**config.mk**
```make
export PLATFORM = sky130hd
export DESIGN_NAME = mem_arbiter
export DESIGN_NICKNAME = d
export VERILOG_FILES = /design/src/rtl/mem_arbiter.sv
export SDC_FILE = /design/constraint.sdc
export NUM_CORES = 1
export LEC_CHECK = 0
export CAP_MARGIN = 10
export CORE_MARGIN = 5
export CORE_UTILIZATION = 41
export DETAILED_ROUTE_END_ITERATION = 6
export PLACE_DENSITY = 0.95
export SYNTH_ARGS = -nofsm -noshare
export SYNTH_HDL_FRONTEND = slang
export SYNTH_SLANG_ARGS = --single-unit
```
**constraint.sdc**
```tcl
create_clock -name clk -period 4.44 [get_ports clk]
set_clock_uncertainty 0.1 [all_clocks]
set_input_delay 0.444 -clock clk [delete_from_list [all_inputs] [get_ports clk]]
set_output_delay 0.444 -clock clk [all_outputs]
set_load 0.02 [all_outputs]
```
**src/rtl/mem_arbiter.sv**
```systemverilog
// mem_arbiter: two-requester arbiter in front of a single shared memory port.
// One transaction is outstanding at a time. The request is accepted in IDLE,
// issued to memory, and the memory response is captured. The captured data is
// then returned to the requester that owns the transaction.
module mem_arbiter #(
  parameter int ADDR_W = 32,
  parameter int DATA_W = 32
) (
  input  logic              clk,
  input  logic              rst,
  // requester 0 (page-table walker)
  input  logic              req0_valid_i,
  output logic              req0_ready_o,
  input  logic [ADDR_W-1:0] req0_addr_i,
  output logic              resp0_valid_o,
  input  logic              resp0_ready_i,
  output logic [DATA_W-1:0] resp0_data_o,
  // requester 1 (data port)
  input  logic              req1_valid_i,
  output logic              req1_ready_o,
  input  logic [ADDR_W-1:0] req1_addr_i,
  output logic              resp1_valid_o,
  input  logic              resp1_ready_i,
  output logic [DATA_W-1:0] resp1_data_o,
  // shared memory
  output logic              mem_req_valid_o,
  input  logic              mem_req_ready_i,
  output logic [ADDR_W-1:0] mem_addr_o,
  input  logic              mem_resp_valid_i,
  output logic              mem_resp_ready_o,
  input  logic [DATA_W-1:0] mem_data_i,
  // status
  output logic              busy_o,
  output logic              owner_o
);

  typedef enum logic [1:0] {
    ST_IDLE  = 2'd0,
    ST_MREQ  = 2'd1,
    ST_MRESP = 2'd2,
    ST_CRESP = 2'd3
  } state_t;

  state_t            r_state;
  logic              r_prio;
  logic              r_owner;
  logic              r_busy;
  logic              r_mem_req_valid;
  logic              r_mem_resp_ready;
  logic              r_resp0_valid;
  logic              r_resp1_valid;
  logic [ADDR_W-1:0] r_addr;
  logic [DATA_W-1:0] r_data;

  logic              w_idle;
  logic              w_grant0;
  logic              w_grant1;
  logic              w_resp_hs;
  logic              w_resp0_valid;
  logic              w_resp1_valid;

  // Grant decision: a lone requester wins; on a tie the priority pointer decides.
  // Gating with rst keeps every ready low during the reset cycle itself.
  assign w_idle   = (r_state == ST_IDLE) && !rst;
  assign w_grant0 = w_idle && req0_valid_i && (!req1_valid_i || !r_prio);
  assign w_grant1 = w_idle && req1_valid_i && (!req0_valid_i ||  r_prio);

  // Only the owner's response valid is ever set, so an OR covers both requesters.
  assign w_resp_hs = (r_resp0_valid && resp0_ready_i) ||
                     (r_resp1_valid && resp1_ready_i);

  // Main control FSM. The state-driven outputs are registered alongside the state.
  always_ff @(posedge clk) begin
    if (rst) begin
      r_state          <= ST_IDLE;
      r_prio           <= 1'b0;
      r_owner          <= 1'b0;
      r_busy           <= 1'b0;
      r_mem_req_valid  <= 1'b0;
      r_mem_resp_ready <= 1'b0;
      r_resp0_valid    <= 1'b0;
      r_resp1_valid    <= 1'b0;
      r_addr           <= '0;
      r_data           <= '0;
    end else begin
      case (r_state)
        ST_IDLE: begin
          if (w_grant0 || w_grant1) begin
            r_state         <= ST_MREQ;
            r_owner         <= w_grant1;
            r_addr          <= w_grant1 ? req1_addr_i : req0_addr_i;
            r_busy          <= 1'b1;
            r_mem_req_valid <= 1'b1;
          end
        end
        ST_MREQ: begin
          // The address stays in r_addr until the next acceptance.
          if (mem_req_ready_i) begin
            r_state          <= ST_MRESP;
            r_mem_req_valid  <= 1'b0;
            r_mem_resp_ready <= 1'b1;
          end
        end
        ST_MRESP: begin
          if (mem_resp_valid_i) begin
            r_state          <= ST_CRESP;
            r_data           <= mem_data_i;
            r_mem_resp_ready <= 1'b0;
            r_resp0_valid    <= !r_owner;
            r_resp1_valid    <=  r_owner;
          end
        end
        ST_CRESP: begin
          // After completion the next grant goes to the other requester.
          // No acceptance happens in this cycle.
          if (w_resp_hs) begin
            r_state       <= ST_IDLE;
            r_prio        <= ~r_owner;
            r_busy        <= 1'b0;
            r_resp0_valid <= 1'b0;
            r_resp1_valid <= 1'b0;
          end
        end
        default: begin
          r_state <= ST_IDLE;
        end
      endcase
    end
  end

  // Output decode. The rst gating forces the outputs to idle in the reset cycle.
  assign w_resp0_valid    = r_resp0_valid && !rst;
  assign w_resp1_valid    = r_resp1_valid && !rst;

  assign req0_ready_o     = w_grant0;
  assign req1_ready_o     = w_grant1;
  assign resp0_valid_o    = w_resp0_valid;
  assign resp1_valid_o    = w_resp1_valid;
  assign resp0_data_o     = w_resp0_valid ? r_data : '0;
  assign resp1_data_o     = w_resp1_valid ? r_data : '0;
  assign mem_req_valid_o  = r_mem_req_valid && !rst;
  assign mem_resp_ready_o = r_mem_resp_ready && !rst;
  assign mem_addr_o       = r_addr;
  assign busy_o           = r_busy && !rst;
  assign owner_o          = r_owner;

endmodule

```
==> results by group <==
Cells and area
  – Final #Nets: 718
  – Commonest cells after routing, fill and taps aside: clkdlybuf4s50_1 (206), nand2_1 (75), dfxtp_1 (73)
  – Commonest non-fill, non-tap cell in the layout: clkdlybuf4s50_1
  – Area growth, synth to finish: 63.8%
  – Diode count: 0
  – Share of post-route cells with drive strength above 1: 3.74%

Clocking
  – CTS resizes: 0
  – Inserted Clock Buffers: 9
  – Worst-path clk slew: 70 ps
  – Sink Count: 73
  – Worst skew pair latency: 320 ps
  – Clock root cell: clkbuf_8
  – Setup bufs post-CTS: 0
  – CTS tree: done
  – Clock buffer depth: 2
  – Number of hold buffers added after cts: 0
  – CTS H-tree lvls: 3

STA
  – TNS Setup: 0 ps
  – Achievable Freq: 365 MHz
  – Tightest Pin Transition: 1130 ps
  – Final Critical Period: 2740 ps
  – Final Max Tran Viols: 0
  – Slew HR: 24.4%
  – Worst hold slack: 361 ps
  – RSZ-0062 raised after global routing: false
  – Final hold viol count: 0
  – Final setup viols: 0
  – Crit share post-route: 61.7%

Flow run
  – Max-cap violations: 0

Setup path
  – Crit path cell chain: inv_1, nor2_1, clkdlybuf4s50_1
  – Nature of the critical path startpoint: flop
  – Crit path DAT: 2190 ps
  – Crit path required time: 3900 ps
  – CP peak stage delay: 900 ps
  – Setup CP Type: flop to output pin
  – CP max-delay cell: dfxtp_1
  – Crit path buf inv count: 2
  – Worst Path Max Fanout: 34
  – Critical path's top delay family: flip-flops
  – Setup crit end kind: output pin

Global routing
  – Vias in the first global route: 3511
  – Largest net degree at the start of global routing: 57
  – Global route total overflow: 0
  – GRT Resource Usage Total: 20.3%
  – First-pass GRT wire length: 16.7 mm
  – Initial antenna violation count: 0

Power and ir drop
  – Cell Pwr Density: 368 mW/mm²
  – Leak: 2.12 nW
  – Net Switching: 0.723 mW
  – Comb power frac: 37.7%
  – Clk pwr share: 20.5%
  – Int Power: 1.36 mW
  – Pwr Total: 2.09 mW
  – Sequential share of power: 41.8%
  – Switching Share: 34.7%
  – VDD IR max: 0.271 mV

Yosys
  – Number of distinct library cells after synthesis: 35
  – Post-synth top area share: 42.2%
  – Ys Warns: 0
  – Async SR Flop Fraction: 0%
  – Primary FF master, synth: dfxtp_1
  – Area leader, netlist: dfxtp_1
  – Avg Inst Size Synth: 8.16 µm²
  – Number of synthesized flops with an enable pin: 0
  – Top post-synthesis cells by area: dfxtp_1 (42%), mux2i_1 (9.5%), nand2_1 (8.1%)
  – Syn nets: 532
  – Cells after Synth: 424
  – Seq/Total Area, Yosys: 42.2%
  – Mapped cell area: 0.00346 mm²
  – FF+latch count, synth: 73

Route
  – Initial DRC Count: 106
  – Drt first pass iters: 4
  – Vias per cell: 5.03
  – WL met1: 4.16 mm
  – Metal3 WL: 992 µm
  – WL final: 11.0 mm
  – Top Layer Used: met4
  – DR DRC count: 0
  – WL met2: 5.53 mm
  – Via Count: 3622
  – Post-DRT Antenna Nets: 0
  – Wire per inst: 15.2 µm

Placed design
  – Routability Congestion: 0.810
  – Port bufs: 207
  – Hpwl dp: 8.41 mm

Floorplan
  – Site Rows: 33
  – Die X: 102 µm
  – Initial core utilization: 42.1%
  – Die height: 102 µm
  – Die area: 0.0104 mm²
  – Core area: 0.00822 mm²
  – Io pins: 208

Min path
  – Hold Crit Class: flop to flop

Status
  – Status: complete, no violations
sequential cells by signal (all words and copies together), names as in the netlist:
signal and flops:
r_mem_resp_ready 1, r_resp0_valid 1, r_data 32, r_prio 1, mem_addr_o 32, r_resp1_valid 1, owner_o 1, r_state 2
r_busy 1, r_mem_req_valid 1
area by class of cell:
cell class / instances / area (µm²)
Fill cell: 680 / 2550
Timing Repair Buffer: 211 / 2100
Multi-Input combinational cell: 307 / 1790
Sequential cell: 73 / 1460
Clock buffer: 12 / 135
Tap cell: 105 / 131
Inverter: 8 / 30.0
Clock inverter: 4 / 20.0
cell families after synthesis:
| family | share of synthesized area, % |
|---|---|
| and+or+nand+nor | 26.9 |
| adders and majority gates | 1.45 |
| AOI/OAI and AO/OA | 13.7 |
| DFF | 42.2 |
| buffers and inverters | 6.15 |
| muxes | 9.55 |
cell usage after synthesis, types with 2 or more instances:
library cell	n
and2_1	33
a211oi_1	13
dfxtp_1	73
and3_1	34
o21ai_0	11
o21a_1	2
mux2i_1	33
nor2b_1	3
a21oi_1	36
nand2b_1	2
clkbuf_1	23
nand3_1	19
o22ai_1	2
nor2_1	19
nand2_1	75
inv_1	8
ha_1	4
buf_1	2
o21ai_1	10
buf_2	7
metal layers:
layer,track usage [%],vias to the layer above
met2,36.6,151
li1,-,1809
met3,6.35,22
met4,7.87,0
met5,0,-
met1,22.3,1640
per-stage QoR:
| step | area (µm²) | setup slack, ps | utilization, % | cells |
|---|---|---|---|---|
| final | 5670 | 1700 | 69.0 | 720 |
| after global routing | 5670 | 1550 | 69.0 | 720 |
| after CTS | 5670 | 1660 | 69.0 | 720 |
| after detailed placement | 5510 | 1800 | 67.1 | 704 |
| after global placement | 5510 | 1890 | 67.1 | 704 |
| after floorplan | 3460 | 2410 | - | 424 |
worst min-delay path: stages, from the launching register on:
cell	delay (ps)
dfxtp_1	310
nand3_1	50
o21ai_1	50
power groups by stage:
stage               Combinational, mW  Clock, mW  Sequential (mW)
global placement                0.765          0            0.875
CTS                             0.796      0.443            0.871
detailed placement              0.792          0            0.885
finish                          0.787      0.427            0.871
floorplan                       0.361          0            0.962
global route                    0.860      0.471            0.889
path summary, 6_finish.rpt:
path	start	end	slack, ps	cells after the start
max	r_resp0_valid	resp0_valid_o	1700	3
min	mem_addr_o[10]	mem_addr_o[10]	360	2
max reg2reg	r_state[0]	r_resp0_valid	2170	6
min reg2reg	mem_addr_o[10]	mem_addr_o[10]	360	2
Power figures use the tool's default switching activity.
